===== config.mk =====
export PLATFORM = sky130hd
export DESIGN_NAME = apb_arbiter_flat
export DESIGN_NICKNAME = d
export VERILOG_FILES = /design/src/rtl/apb_arb_pkg.sv /design/src/rtl/apb_arbiter_if.sv /design/src/rtl/apb_rr_arbiter.sv /design/src/rtl/apb_arbiter.sv /design/src/flat_wrapper.sv
export SDC_FILE = /design/constraint.sdc
export NUM_CORES = 1
export LEC_CHECK = 0
export ABC_CLOCK_PERIOD_IN_PS = 2200
export CAP_MARGIN = 10
export CORE_AREA = 2 2 42 83
export DETAILED_ROUTE_END_ITERATION = 6
export DIE_AREA = 0 0 44 85
export PLACE_DENSITY = 0.84
export SLEW_MARGIN = 5
export SYNTH_ARGS = -nofsm -noshare
export SYNTH_HDL_FRONTEND = slang
export SYNTH_SLANG_ARGS = --single-unit

===== constraint.sdc =====
create_clock -name PCLK -period 2.2 [get_ports PCLK]
set_clock_uncertainty 0.05 [all_clocks]
set_input_delay 0.55 -clock PCLK [delete_from_list [all_inputs] [get_ports PCLK]]
set_output_delay 0.55 -clock PCLK [all_outputs]
set_load 0.01 [all_outputs]

===== src/rtl/apb_arb_pkg.sv =====
// Shared types and widths for the two-requester APB arbiter.
// Used by apb_arbiter_if, apb_rr_arbiter and apb_arbiter.
package apb_arb_pkg;

  localparam int ADDR_W  = 5;
  localparam int DATA_W  = 8;
  localparam int NUM_REQ = 2;

  localparam logic [DATA_W-1:0] TIMEOUT_RDATA = 8'hFF;

  typedef enum logic [1:0] {
    IDLE,
    SETUP,
    ACCESS
  } state_t;

endpackage


===== src/rtl/apb_arbiter_if.sv =====
// Bus bundle: requester-side APB lanes plus the shared slave port.
// The arbiter uses the slave modport; the environment uses master.
interface apb_arbiter_if
  import apb_arb_pkg::*;
();

  logic [NUM_REQ-1:0]        m_psel;
  logic [NUM_REQ-1:0]        m_penable;
  logic [NUM_REQ*ADDR_W-1:0] m_paddr;
  logic [NUM_REQ-1:0]        m_pwrite;
  logic [NUM_REQ*DATA_W-1:0] m_pwdata;
  logic [NUM_REQ*DATA_W-1:0] m_prdata;
  logic [NUM_REQ-1:0]        m_pready;

  logic              s_psel;
  logic              s_penable;
  logic              s_pwrite;
  logic [ADDR_W-1:0] s_paddr;
  logic [DATA_W-1:0] s_pwdata;
  logic [DATA_W-1:0] s_prdata;
  logic              s_pready;

  logic arb_timeout;

  modport slave (
    input  m_psel, m_penable, m_paddr,
    input  m_pwrite, m_pwdata,
    output m_prdata, m_pready,
    output s_psel, s_penable, s_pwrite,
    output s_paddr, s_pwdata,
    input  s_prdata, s_pready,
    output arb_timeout
  );

  modport master (
    output m_psel, m_penable, m_paddr,
    output m_pwrite, m_pwdata,
    input  m_prdata, m_pready,
    input  s_psel, s_penable, s_pwrite,
    input  s_paddr, s_pwdata,
    output s_prdata, s_pready,
    input  arb_timeout
  );

endinterface


===== src/rtl/apb_rr_arbiter.sv =====
// Two-way round-robin grant: the requester not served last wins a tie.
// last is the index of the previously granted requester.
module apb_rr_arbiter
  import apb_arb_pkg::*;
(
  input  logic [NUM_REQ-1:0] req,
  input  logic               last,
  output logic [NUM_REQ-1:0] gnt
);

  // Mutually exclusive one-hot grant selection
  always_comb begin
    gnt = '0;
    unique case (1'b1)
      req[0] && (!req[1] || last):  gnt = 2'b01;
      req[1] && (!req[0] || !last): gnt = 2'b10;
      default:                      gnt = '0;
    endcase
  end

endmodule


===== src/rtl/apb_arbiter.sv =====
// Two-requester APB arbiter with a single outstanding slave transfer.
// Optional ACCESS wait timeout enabled by APB_ARB_TIMEOUT_EN.
module apb_arbiter
  import apb_arb_pkg::*;
#(
  parameter int TIMEOUT_CYCLES = 16
) (
  input logic        PCLK,
  input logic        PRESET,
  apb_arbiter_if.slave bus
);

  state_t             state;
  logic [NUM_REQ-1:0] grant;
  logic [NUM_REQ-1:0] gnt;
  logic               last;
  logic               sel;
  logic               psel;
  logic               pen;
  logic               pwr;
  logic [ADDR_W-1:0]  paddr;
  logic [DATA_W-1:0]  pwdata;
  logic [DATA_W-1:0]  rdata;
  logic               tmo;
  logic               fin;
  logic               unused_ok;

  apb_rr_arbiter u_rr (
    .req  (bus.m_psel),
    .last (last),
    .gnt  (gnt)
  );

  assign sel = gnt[1];

`ifdef APB_ARB_TIMEOUT_EN
  localparam int CW = $clog2(TIMEOUT_CYCLES + 1);

  logic [CW-1:0] cnt;

  assign tmo = (state == ACCESS) && !bus.s_pready
            && (cnt == CW'(TIMEOUT_CYCLES - 1));

  // Count unanswered ACCESS cycles; restart on each new transfer
  always_ff @(posedge PCLK or posedge PRESET) begin
    if (PRESET) begin
      cnt <= '0;
    end else if (state == IDLE && |bus.m_psel) begin
      cnt <= '0;
    end else if (state == ACCESS && !bus.s_pready && !tmo) begin
      cnt <= cnt + 1'b1;
    end
  end
`else
  assign tmo = 1'b0;
`endif

  assign fin   = (state == ACCESS) && (bus.s_pready || tmo);
  assign rdata = tmo ? TIMEOUT_RDATA : bus.s_prdata;

  // Penable never affects arbitration
  assign unused_ok = ^{bus.m_penable, TIMEOUT_CYCLES[0]};

  // Transfer FSM; slave controls and captured request are registered
  always_ff @(posedge PCLK or posedge PRESET) begin
    if (PRESET) begin
      state  <= IDLE;
      grant  <= '0;
      last   <= 1'b1;
      psel   <= 1'b0;
      pen    <= 1'b0;
      pwr    <= 1'b0;
      paddr  <= '0;
      pwdata <= '0;
    end else begin
      unique case (state)
        IDLE: begin
          if (|bus.m_psel) begin
            state  <= SETUP;
            grant  <= gnt;
            psel   <= 1'b1;
            pen    <= 1'b0;
            pwr    <= bus.m_pwrite[sel];
            paddr  <= bus.m_paddr[int'(sel)*ADDR_W +: ADDR_W];
            pwdata <= bus.m_pwdata[int'(sel)*DATA_W +: DATA_W];
          end
        end
        SETUP: begin
          state <= ACCESS;
          pen   <= 1'b1;
        end
        ACCESS: begin
          if (fin) begin
            state  <= IDLE;
            last   <= grant[1];
            grant  <= '0;
            psel   <= 1'b0;
            pen    <= 1'b0;
            pwr    <= 1'b0;
            paddr  <= '0;
            pwdata <= '0;
          end
        end
        default: state <= IDLE;
      endcase
    end
  end

  // Completion is routed only to a granted requester still selecting
  always_comb begin
    bus.m_pready = '0;
    bus.m_prdata = '0;
    for (int i = 0; i < NUM_REQ; i++) begin
      if (fin && grant[i] && bus.m_psel[i]) begin
        bus.m_pready[i] = 1'b1;
        bus.m_prdata[i*DATA_W +: DATA_W] = rdata;
      end
    end
  end

  assign bus.s_psel      = psel;
  assign bus.s_penable   = pen;
  assign bus.s_pwrite    = pwr;
  assign bus.s_paddr     = paddr;
  assign bus.s_pwdata    = pwdata;
  assign bus.arb_timeout = tmo;

endmodule


===== src/flat_wrapper.sv =====
// flat-port wrapper written by rule: the top's interface ports become plain ports
module apb_arbiter_flat import apb_arb_pkg::*;
#(
  parameter int TIMEOUT_CYCLES = 16
)
  (PCLK, PRESET, bus_m_psel, bus_m_penable, bus_m_paddr, bus_m_pwrite, bus_m_pwdata, bus_m_prdata, bus_m_pready, bus_s_psel, bus_s_penable, bus_s_pwrite, bus_s_paddr, bus_s_pwdata, bus_s_prdata, bus_s_pready, bus_arb_timeout);
  apb_arbiter_if bus_i ();
  input logic PCLK;
  input logic PRESET;
  input wire logic [$bits(bus_i.m_psel)-1:0] bus_m_psel;
  input wire logic [$bits(bus_i.m_penable)-1:0] bus_m_penable;
  input wire logic [$bits(bus_i.m_paddr)-1:0] bus_m_paddr;
  input wire logic [$bits(bus_i.m_pwrite)-1:0] bus_m_pwrite;
  input wire logic [$bits(bus_i.m_pwdata)-1:0] bus_m_pwdata;
  output wire logic [$bits(bus_i.m_prdata)-1:0] bus_m_prdata;
  output wire logic [$bits(bus_i.m_pready)-1:0] bus_m_pready;
  output wire logic [$bits(bus_i.s_psel)-1:0] bus_s_psel;
  output wire logic [$bits(bus_i.s_penable)-1:0] bus_s_penable;
  output wire logic [$bits(bus_i.s_pwrite)-1:0] bus_s_pwrite;
  output wire logic [$bits(bus_i.s_paddr)-1:0] bus_s_paddr;
  output wire logic [$bits(bus_i.s_pwdata)-1:0] bus_s_pwdata;
  input wire logic [$bits(bus_i.s_prdata)-1:0] bus_s_prdata;
  input wire logic [$bits(bus_i.s_pready)-1:0] bus_s_pready;
  output wire logic [$bits(bus_i.arb_timeout)-1:0] bus_arb_timeout;
  assign bus_i.m_psel = bus_m_psel;
  assign bus_i.m_penable = bus_m_penable;
  assign bus_i.m_paddr = bus_m_paddr;
  assign bus_i.m_pwrite = bus_m_pwrite;
  assign bus_i.m_pwdata = bus_m_pwdata;
  assign bus_m_prdata = bus_i.m_prdata;
  assign bus_m_pready = bus_i.m_pready;
  assign bus_s_psel = bus_i.s_psel;
  assign bus_s_penable = bus_i.s_penable;
  assign bus_s_pwrite = bus_i.s_pwrite;
  assign bus_s_paddr = bus_i.s_paddr;
  assign bus_s_pwdata = bus_i.s_pwdata;
  assign bus_i.s_prdata = bus_s_prdata;
  assign bus_i.s_pready = bus_s_pready;
  assign bus_arb_timeout = bus_i.arb_timeout;
  apb_arbiter #(.TIMEOUT_CYCLES(TIMEOUT_CYCLES)) u_core (.PCLK(PCLK), .PRESET(PRESET), .bus(bus_i));
endmodule

---- Word level (Yosys, flattened, before mapping) ----
Index checks and enable logic that the tools add are counted.
word-level totals
  register bits after elaboration ......... 21
  bits of input ports ..................... 43
  output and inout bits ................... 35
  word-level logic and storage cells ...... 61
cells by class
  multipliers ............................. 1
  order comparisons ....................... 1
  equal/unequal tests ..................... 4
  shift-type cells ........................ 2
  multiplexer cells ....................... 25
  reduce and logical (&&, ||, !) cells .... 20
operator list
  kind                                                   number
  two-way mux 8 bit                                      4
  indexed part select 10 x 32 -> 5 bit                   1
  case mux 8 bit (2 select lines)                        1
  indexed part select 16 x 5 -> 8 bit                    1
  two-way mux 5 bit                                      2
  case mux 5 bit (2 select lines)                        1
  two-way mux 1 bit                                      8
  case mux 2 bit (2 select lines)                        2
  logical AND 1 bit                                      7
  two-way mux 2 bit                                      3
  case mux 2 bit (3 select lines)                        1
  AND reduction 3 bit                                    2
  multiplier 1 x 3 -> 4 bit, second input constant       1
  inequality test 2 x 1 -> 1 bit, second input constant  2
  case mux 1 bit (2 select lines)                        2
  AND reduction 2 bit                                    2
  logical NOT 1 bit                                      3
  case mux 1 bit (3 select lines)                        1
  nonzero test 3 bit                                     1
  == test 2 x 1 -> 1 bit, second input constant          1
  == test 2 bit, second input constant                   1
  logical NOT 2 bit                                      1
  logical OR 1 bit                                       2
  < comparator 1 x 2 -> 1 bit, second input constant     1
  other kinds (2)                                        2

---- Longest topological paths before layout ----
  depth after elaboration ................. 8
  depth in mapped cells ................... 5
  mapped depth without buffers ............ 3

---- Hierarchy ----
Synthesis repeated with hierarchy kept, for this count alone.
second synthesis, totals
  cells, all modules ...................... 103
  area, all modules ....................... 1192.4 µm²
by module, submodules not included
  module          times used  cells each  area an instance (µm²)  seq. area each (µm²)
  apb_arbiter     1           100         1173.6                  526.8
  apb_rr_arbiter  1           3           18.8                    0.0

---- Worst setup path before layout ----
OpenSTA, ideal clock, no wires.
  path type ............................... input to output
  start ................................... input bus_s_pready
  end ..................................... output bus_m_prdata[0]
  arrival time ............................ 1.339 ns
  required time ........................... 1.600 ns
  setup slack ............................. 0.261 ns
  stages .................................. 4
  path buffers ............................ 1
  cells stage by stage .................... and3b_1 > and3_1 > clkbuf_1 > and2_1
on the way
  word-level cells in the longest chain between the ends .. 4
ends and longest elaborated chain
  element                         line                text
  from (decl)                     flat_wrapper.sv:23  input wire logic [$bits(bus_i.s_pready)-1:0] bus_s_pready;
  logical AND 1 bit               apb_arbiter.sv:58   assign fin = (state == ACCESS) && (bus.s_pready || tmo);
  logical AND 1 bit (2 in a row)  apb_arbiter.sv:114  if (fin && grant[i] && bus.m_psel[i]) begin
  two-way mux 8 bit               apb_arbiter.sv:114
  to (decl)                       flat_wrapper.sv:15  output wire logic [$bits(bus_i.m_prdata)-1:0] bus_m_prdata;
No other way between the ends.

---- Final worst setup path ----
  start ................................... input bus_m_psel[0]
  end ..................................... output bus_m_prdata[4]
on the way
  word-level cells in the longest chain between the ends .. 2
ends and longest elaborated chain
  element            line                text
  from (decl)        flat_wrapper.sv:10  input wire logic [$bits(bus_i.m_psel)-1:0] bus_m_psel;
  logical AND 1 bit  apb_arbiter.sv:114
  two-way mux 8 bit  apb_arbiter.sv:114
No other way between the ends.

==> results by group <==
STA
  – Setup-failing EPs final: 0
  – Final Slew Violations: 0
  – Hold Fails Final Rpt: 0
  – RSZ-0062 raised after global routing: false
  – Final worst path period share: slightly below 100%
  – Maximum operating frequency: 464 MHz
  – Fin crit period: 2160 ps
  – Final setup margin: around 44 ps

Job
  – Total of max-cap violations: 0

Floorplan
  – Die area: around 3700 µm²
  – Die Height: ~85 µm
  – IO Pins: between 70 and 80
  – Die X: between 40 and 50 µm
  – Row count: 29
  – Initial Util: between 30% and 40%
  – Core area: 3120 µm²

CTS
  – CTS Buf Count: 3
  – Clk root buf: clkbuf_8
  – H-tree depth: 1
  – CTS tree: built
  – Reg clk slew, reported paths: around 70 ps
  – Clk sinks: 21
  – Clock tree buffer depth: 2
  – # hold bufs at CTS: 0
  – Worst-skew pair later-pin latency: roughly 250 ps

Global routing
  – Total GRT Usage: 17.9%
  – Vias in the first global route: roughly 1.1k
  – Gr ovfl total: 0
  – Number of antenna violations at the first check in global routing: 0
  – First-pass GRT wire length: around 5.1 mm
  – Largest net degree at the start of global routing: 15

Pwr
  – LEAKAGE: 0.000921 µW
  – Clk pwr share: roughly an eighth
  – Cell Pwr Density: between 900 and 1000 nW/µm²
  – Net switching power: slightly above 600 µW
  – Maximum VDD drop: 0.539 mV
  – Sw frac: between 30% and 40%
  – Cell Int Power: about 1300 µW
  – Seq pwr share: 36.0%
  – Combinational power share: approximately half

Detailed routing
  – Via count: between 1k and 1.5k
  – Post-detailed-route count of antenna-violating nets: 0
  – Routed wire length: ~3.3 mm
  – DRT Pass-1 Iters: 4
  – Initial detailed-routing violation count: 8
  – Routed vias/inst: between 5 and 6
  – Routed length per instance: roughly 15 µm
  – DRC viols: 0

Synth
  – Share of the synthesized area in the top cell type: between 40% and 50%
  – Synth top area cells: dfrtp_1, mux2i_1, o2bb2ai_1, and2_1, buf_6
  – Post-synthesis cell type count: 25
  – Post-Syn Area: between 1000 and 1500 µm²
  – Synth area leader: dfrtp_1
  – Mapped Cells: 94
  – Seq/Total Area, Yosys: 47.9%
  – Post-Syn Nets: between 100 and 150
  – Number of synthesized register bits: 21
  – Synthesized area per cell: ~12 µm²
  – Yosys warning count: 0

Worst setup path
  – Data arrival, critical path: roughly 1600 ps
  – Crit path kind: input port to primary output
  – Critical Path Start Type: input port
  – Flop-to-flop setup slack: between 800 and 900 ps
  – Critical path required time: about 1600 ps
  – Critical Path Fanout Max: 5
  – CP Capture Type: primary output

Placement
  – Dpl hpwl: ~2.6 mm
  – IO buf count: 74
  – Pre-CTS WS: -667 ps
  – Dpl cells: approximately 210
  – GPL Wtd Cong: between 0.6 and 0.7

Min path
  – Worst min path class: register to register

Layout
  – Layout cell share with drive strength beyond 1: about 25%
  – N_diodes: 0
  – Number of fill cells: 259
  – Layout Nets: between 200 and 250
  – Synth-to-layout area growth: 77.2%
  – Layout Cells excl Fill: 213

Status
  – Status: finished clean
## cell type report
class                      count  area (µm²)  area share (%)
clock buffer                   4        45.0            2.31
inverter                       4        15.0           0.770
multi-input combinational     64         541            27.7
sequential                    21         527            27.0
tap                           31        38.8            1.99
timing repair buffer          89         783            40.2
## placed cells by master (no fill, tap or decap), drive strengths merged
cell type,synthesis,routed
nand2b,3,3
clkdlybuf4s15,0,1
a22o,1,1
o2bb2ai,14,14
clkdlybuf4s50,0,55
inv,4,4
a211o,1,1
and3b,1,1
o21ai,3,3
nor2,1,1
dfstp,1,1
conb,1,1
dfrtp,20,20
a21bo,1,1
dlygate4sd2,0,2
mux2,1,1
a21boi,1,1
a32o,1,1
and2,16,16
clkbuf,2,4
and3,2,4
nor3,1,1
buf,5,31
mux2i,14,14
## final timing paths
kind,startpoint,to,depth (start not counted)
min reg2reg,u_core.bus.s_penable,u_core.bus.s_penable,1
min,u_core.bus.s_penable,u_core.bus.s_penable,1
max,bus_m_psel[0],bus_m_prdata[4],4
min in group asynchronous,PRESET,u_core.bus.s_psel,2
max reg2reg,u_core.state[1],u_core.bus.s_paddr[2],5
max in group asynchronous,PRESET,u_core.bus.s_paddr[3],3
## routing by layer
| metal | vias to the layer above | GRT usage (%) | share of wire [%] |
|---|---|---|---|
| li1 | 512 | - | - |
| met4 | 0 | 6.61 | 1.1 |
| met1 | 509 | 18.8 | 33 |
| met3 | 2 | 2.34 | 8.2 |
| met5 | - | 0 | 0 |
| met2 | 52 | 34.0 | 58 |
## power by group through the flow
stage          Sequential (µW)  Clock, µW  Combinational [µW]
6_report                   681        238                 974
5_1_grt                    700        266                1050
4_1_cts                    683        249                 989
3_5_place_dp               677          0                 978
3_3_place_gp               669          0                 961
2_1_floorplan              735          0                 410
## repair_timing
action                                  in CTS  in global routing
gates resized for setup                     78                  0
buffers inserted                             1                  0
endpoints found under the setup margin      18                  0
## worst max-delay path, cell delays in order
cell and delay [ps]:
clkdlybuf4s50_1 520, and3_4 230, and2_1 130, buf_2 130
## cell families after synthesis
family | count (synthesis) | synth area share (%)
mux | 15 | 13.8
buf+inv | 11 | 6.26
other cells | 1 | 0.341
simple gates | 24 | 13.5
flops | 21 | 47.9
compound gates | 22 | 18.2
## through the flow
stage / area (µm²) / setup TNS, ps / hold slack, ps / utilization, % / total power (µW)
6_report: 1950 / 0 / 443 / 62.5 / 1890
5_1_grt: 1950 / 0 / 462 / 62.5 / 2010
4_1_cts: 1950 / 0 / 447 / 62.5 / 1920
3_5_place_dp: 1930 / -11420 / 427 / 61.9 / 1650
3_3_place_gp: 1930 / -10770 / 422 / 61.9 / 1630
2_1_floorplan: 1100 / 0 / 408 / - / 1150
## cell usage after synthesis
master	n
buf_6	3
nor3_1	1
clkbuf_1	2
a211o_1	1
o2bb2ai_2	1
o21ai_0	2
o2bb2ai_1	13
inv_1	4
and3_1	2
nor2_1	1
a22o_1	1
and2_1	16
conb_1	1
and3b_1	1
mux2_2	1
dfrtp_1	20
mux2i_1	14
buf_4	1
buf_2	1
a21bo_2	1
a21boi_4	1
o21ai_1	1
a32o_1	1
nand2b_1	3
dfstp_2	1
## registers in the layout, indices dropped and copies added (netlist names)
register              flops
u_core.bus.s_paddr        5
u_core.bus.s_penable      1
u_core.bus.s_psel         1
u_core.bus.s_pwdata       8
u_core.bus.s_pwrite       1
u_core.grant              2
u_core.last               1
u_core.state              2
Power figures use the tool's default switching activity.
==> RTL edit 1: new RTL, same settings <==
Change the package constant `ADDR_W` from 5 to 6.
--- a/src/rtl/apb_arb_pkg.sv
+++ b/src/rtl/apb_arb_pkg.sv
@@ -2,7 +2,7 @@
 // Used by apb_arbiter_if, apb_rr_arbiter and apb_arbiter.
 package apb_arb_pkg;
 
-  localparam int ADDR_W  = 5;
+  localparam int ADDR_W  = 6;
   localparam int DATA_W  = 8;
   localparam int NUM_REQ = 2;
 
Interface: changed (resized bus_m_paddr and bus_s_paddr); port bits go from 78 to 81. No check against the original RTL was run, so the function may have changed too.
==> RTL edit 1 against the original RTL <==
  * Worst setup slack improved by 49 ps
  * Sequential cell count increased by 1
  * Die area unchanged
  * Wire length increased by 8.8%
  * Register-to-register slack got worse by 130 ps
  * Sequential share of layout area decreased by 1.4 points
  * First-iteration DRC count decreased by 38%
  * Core utilization increased by 6.6 points
  * Combinational power increased by 15%
  * Power increased by 17%
  * Cell area increased by 11%
  * Area after synthesis increased by 12%
  * Cell count increased by 2.8%
  * Critical endpoint is now bus_m_prdata[8]
  * Highest routed layer unchanged
==> RTL edit 1: results (changes against the original RTL) <==
Run status
  • Status: completed

Setup path
  • Arr. time, crit path: 1510 ps (-50 ps)
  • CP startpoint: u_core.state[0]
  • Register-to-register setup slack: 710 ps (-130 ps)
  • Worst setup path endpoint: bus_m_prdata[8]
  • Reg2reg end: u_core.bus.s_pwdata[6]
  • Reg2Reg Depth: 5 (unchanged)

GRT
  • Met2 Use GR: 0.404 (+0.0642)
  • GRT met1 Usage: 0.204 (+0.0156)
  • Met3 usage: 0.0340 (+0.0106)
  • Tot GR Track Use: 0.209 (+0.0296)
  • Largest net degree at the start of global routing: 23 (+8)
  • Vias in the first global route: 1,269 (+17%)
  • First-pass GRT wire length: 5920 um (+16%)

Route
  • Vias: 1,128 (+4.9%)
  • Number of vias per cell: 5.15 (+2.1%)
  • First-pass DRT Iterations: 3 (-1)
  • Met3 Wirelength: 245 um (-8.2%)
  • M1 wire length: 1080 um (+0.56%)
  • DR iter-0 viols: 5 (-3)
  • Final wirelength: 3540 um (+8.8%)
  • Routed met2 length: 2120 um (+13%)

Pwr
  • Worst VDD drop: 0.000699 V (+30%)
  • Static Leakage: 0.998 nW (+8.3%)
  • Power per Cell Area: 1030 nW/um^2 (+6.0%)

Final layout
  • Buffers, non-clock: 93 (+4.5%)
  • # clk buffers: 3 (-1)
  • Fill cells: 247 (-4.6%)
  • Share of post-route cells with drive strength above 1: 0.261 (+0.0134)
  • Non-clk buf share: 0.405 (+0.00273)
  • Clk cell area share: 0.0331 (+0.00998)
  • Nets: 234 (+3.5%)
  • Multi-input gates: 65 (+1.6%)
  • Area of the multi-input gates: 607 sq um (+12%)
  • Seq/total area: 0.256 (-0.0143)

Synth
  • Most common library cells after synthesis: dfrtp_1 (21), and2_1 (16), mux2i_1 (15), o2bb2ai_2 (10), o2bb2ai_1 (5)
  • Seq/Total Area, Yosys: 0.448 (-0.0308)
  • Netlist cell types: 26 (+4.0%)
  • Post-Synthesis Cells: 98 (+4.3%)
  • Top cells by area, synth: dfrtp_1 (43%), mux2i_1 (12%), o2bb2ai_2 (12%), and2_1 (8.1%), o2bb2ai_1 (3.6%)
  • Syn nets: 143 (+4.4%)

Timing
  • Hold Worst Slack: 443 ps (-0.124 ps)
  • Final min period: 2110 ps (-49.1 ps)

Placed design
  • Placed cell count: 212 (+2.9%)
  • Final HPWL DP: 2840 um (+8.8%)
  • Pre-CTS setup slack: -650 ps (+17.2 ps)
  • Area after DPL: 2070 sq um (+7.3%)
  • Routability Congestion: 0.708 (+6.4%)
  • Port Buffers: 77 (+4.1%)

Clock tree
  • Num Clock Sinks: 22 (+4.8%)
  • Root buffer cell: clkbuf_8

Hold path
  • Min-delay src: u_core.bus.s_penable
RTL edit 1: timing repair:
| item | 4_1_cts | 5_1_grt |
|---|---|---|
| setup buffers | 2 | 0 |
| endpoints found under the setup margin | 18 | 8 |
| pin swaps | 3 | 1 |
| resized for setup | 54 | 4 |
| gates cloned | 1 | 0 |
RTL edit 1: kinds of logic after synthesis:
kind of cell / Yosys count / synth area share
buf+inv: 12 / 0.0833
compound gates: 23 / 0.212
simple gates: 24 / 0.122
mux: 16 / 0.131
other cells: 1 / 0.00305
flops: 22 / 0.448
RTL edit 1: report_power, final:
part           internal [W]  leakage [nW]  total (W)  switching, W
clock              0.000243        0.0357   0.000371      0.000128
combinational      0.000650         0.690    0.00112      0.000472
sequential         0.000596         0.272   0.000725      0.000129
total               0.00149         0.998    0.00222      0.000730
RTL edit 1: critical path, stage by stage, from the launching register on:
cell	delay (ps)
dfrtp_1	380
and3b_2	270
and3_4	220
buf_6	110
and2_4	140
buf_4	110
==> RTL edit 2: new RTL, config.mk and constraints unchanged <==
Made on the original files. The 3 states of `state_t` get a one-hot encoding in 3 bits.
--- a/src/rtl/apb_arb_pkg.sv
+++ b/src/rtl/apb_arb_pkg.sv
@@ -8,10 +8,10 @@
 
   localparam logic [DATA_W-1:0] TIMEOUT_RDATA = 8'hFF;
 
-  typedef enum logic [1:0] {
-    IDLE,
-    SETUP,
-    ACCESS
+  typedef enum logic [2:0] {
+    IDLE   = 3'b001,
+    SETUP  = 3'b010,
+    ACCESS = 3'b100
   } state_t;
 
 endpackage
Formal check against the unedited RTL: same outputs for any inputs over 10 cycles, from zero or initial values and one cycle with PRESET high; not proved beyond that.
==> RTL edit 2 against the original RTL <==
  * The flow now finishes with violations (setup timing)
  * Non-clock buffer count is 4 higher
  * Power is 15% higher
  * Area after synthesis is 4.0% higher
  * Wire length is 23% higher
  * Cell area is 13% higher
  * Worst setup slack worse by 120 ps
  * Maximum frequency is 5.2% lower
  * Sequential cell count is 1 higher
  * First-iteration DRC count grew to 2.6 times the old value
  * Core utilization is 8.3 points higher
  * Largest cell class unchanged
  * Largest power group unchanged
  * Cell count is 1.9% higher
  * Worst hold slack worse by 1.7 ps
==> RTL edit 2: results (changes against the original RTL) <==
GRT
  • Met2 Use GR: 0.417 (+0.0775)
  • First-pass GRT wire length: 6070 um (+19%)
  • Tot GR Track Use: 0.215 (+0.0360)
  • Met3 usage: 0.0383 (+0.0149)
  • Largest net degree at the start of global routing: 23 (+8)
  • GRT met1 Usage: 0.195 (+0.00625)
  • Vias in the first global route: 1,345 (+24%)

Synth
  • Netlist cell types: 24 (-4.0%)
  • Top cells by area, synth: dfrtp_1 (44%), mux2i_1 (12%), o2bb2ai_1 (11%), and2_1 (8.8%), dfstp_2 (4.6%)
  • Seq/Total Area, Yosys: 0.484 (+0.00464)

Pwr
  • Worst VDD drop: 0.000734 V (+36%)
  • Static Leakage: 1.01 nW (+9.3%)

Setup path
  • Reg2Reg Depth: 6 (+1)
  • Crit-path max FO: 4 (-1)
  • CP startpoint: u_core.state[1]
  • Reg2reg end: u_core.grant[0]

Run status
  • Failing checks: setup timing
  • Status: finished with violations

Hold path
  • Min-delay src: u_core.bus.s_pwdata[0]

Route
  • Final wirelength: 3990 um (+23%)
  • DR iter-0 viols: 21 (+13)
  • Vias: 1,148 (+6.8%)

Final layout
  • Fill cells: 248 (-4.2%)

Placed design
  • Pre-CTS setup slack: -828 ps (-161 ps)

Timing
  • Worst setup margin: -73.6 ps (-118 ps)
  • Final setup viols: 13 (+13)
RTL edit 2: how the worst min path moves through the flow:
stage                                   endpoint  cells after the start  slack [ps]
after floorplan                  u_core.grant[0]                      1         410
after global placement         u_core.bus.s_psel                      1         420
after detailed placement  u_core.bus.s_pwdata[0]                      1         420
after CTS                 u_core.bus.s_pwdata[0]                      1         450
after global routing       u_core.bus.s_paddr[1]                      1         460
final                     u_core.bus.s_pwdata[0]                      1         440
RTL edit 2: layout make-up:
| cell class | count | area [sq um] | share of cell area |
|---|---|---|---|
| Sequential cell | 22 | 553 | 0.250 |
| Timing Repair Buffer | 93 | 937 | 0.424 |
| Tap cell | 31 | 38.8 | 0.0176 |
| Clock inverter | 1 | 30.0 | 0.0136 |
| Clock buffer | 3 | 41.3 | 0.0187 |
| Inverter | 3 | 11.3 | 0.00510 |
| Multi-Input combinational cell | 64 | 597 | 0.270 |
RTL edit 2: logic make-up after synthesis:
| kind of cell | synth area share |
|---|---|
| buf+inv | 0.0591 |
| simple gates | 0.147 |
| flops | 0.484 |
| other cells | 0.00328 |
| mux | 0.132 |
| compound gates | 0.175 |
RTL edit 2: through the flow:
stage	setup TNS, ps	cell area [sq um]	instances	hold slack (ps)	util
2_1_floorplan	0	1140	94	415	-
3_3_place_gp	-12930	1980	203	415	0.634
3_5_place_dp	-13950	1980	203	423	0.634
4_1_cts	-1590	2110	216	446	0.676
5_1_grt	-1530	2210	217	464	0.708
6_report	-713	2210	217	441	0.708
RTL edit 2: per-layer routing:
| layer | vias up | part of all wire | wire length [um] |
|---|---|---|---|
| li1 | 524 | - | - |
| met1 | 541 | 0.30 | 1190 |
| met2 | 73 | 0.61 | 2420 |
| met3 | 10 | 0.067 | 266 |
| met4 | 0 | 0.028 | 112 |
| met5 | - | 0 | 0 |
RTL edit 2: report_power, final:
group          switching (W)  internal, W  leakage (nW)
registers           0.000131     0.000612         0.270
clock network       0.000127     0.000243        0.0357
logic               0.000446     0.000615         0.701
total               0.000704      0.00147          1.01
RTL edit 2: critical path, stage by stage (launching register included):
cell and delay (ps):
dfrtp_1 410, nor4bb_4 290, buf_4 180, and3_4 190, buf_6 110, and2_4 140, buf_6 90
RTL edit 2: timing repair:
action / in CTS / in global routing
gates cloned: 2 / 0
pin swaps: 12 / 5
setup endpoints to repair: 18 / 17
resized for setup: 95 / 23
hold buffers: 0 / 0
buffers inserted: 7 / 2
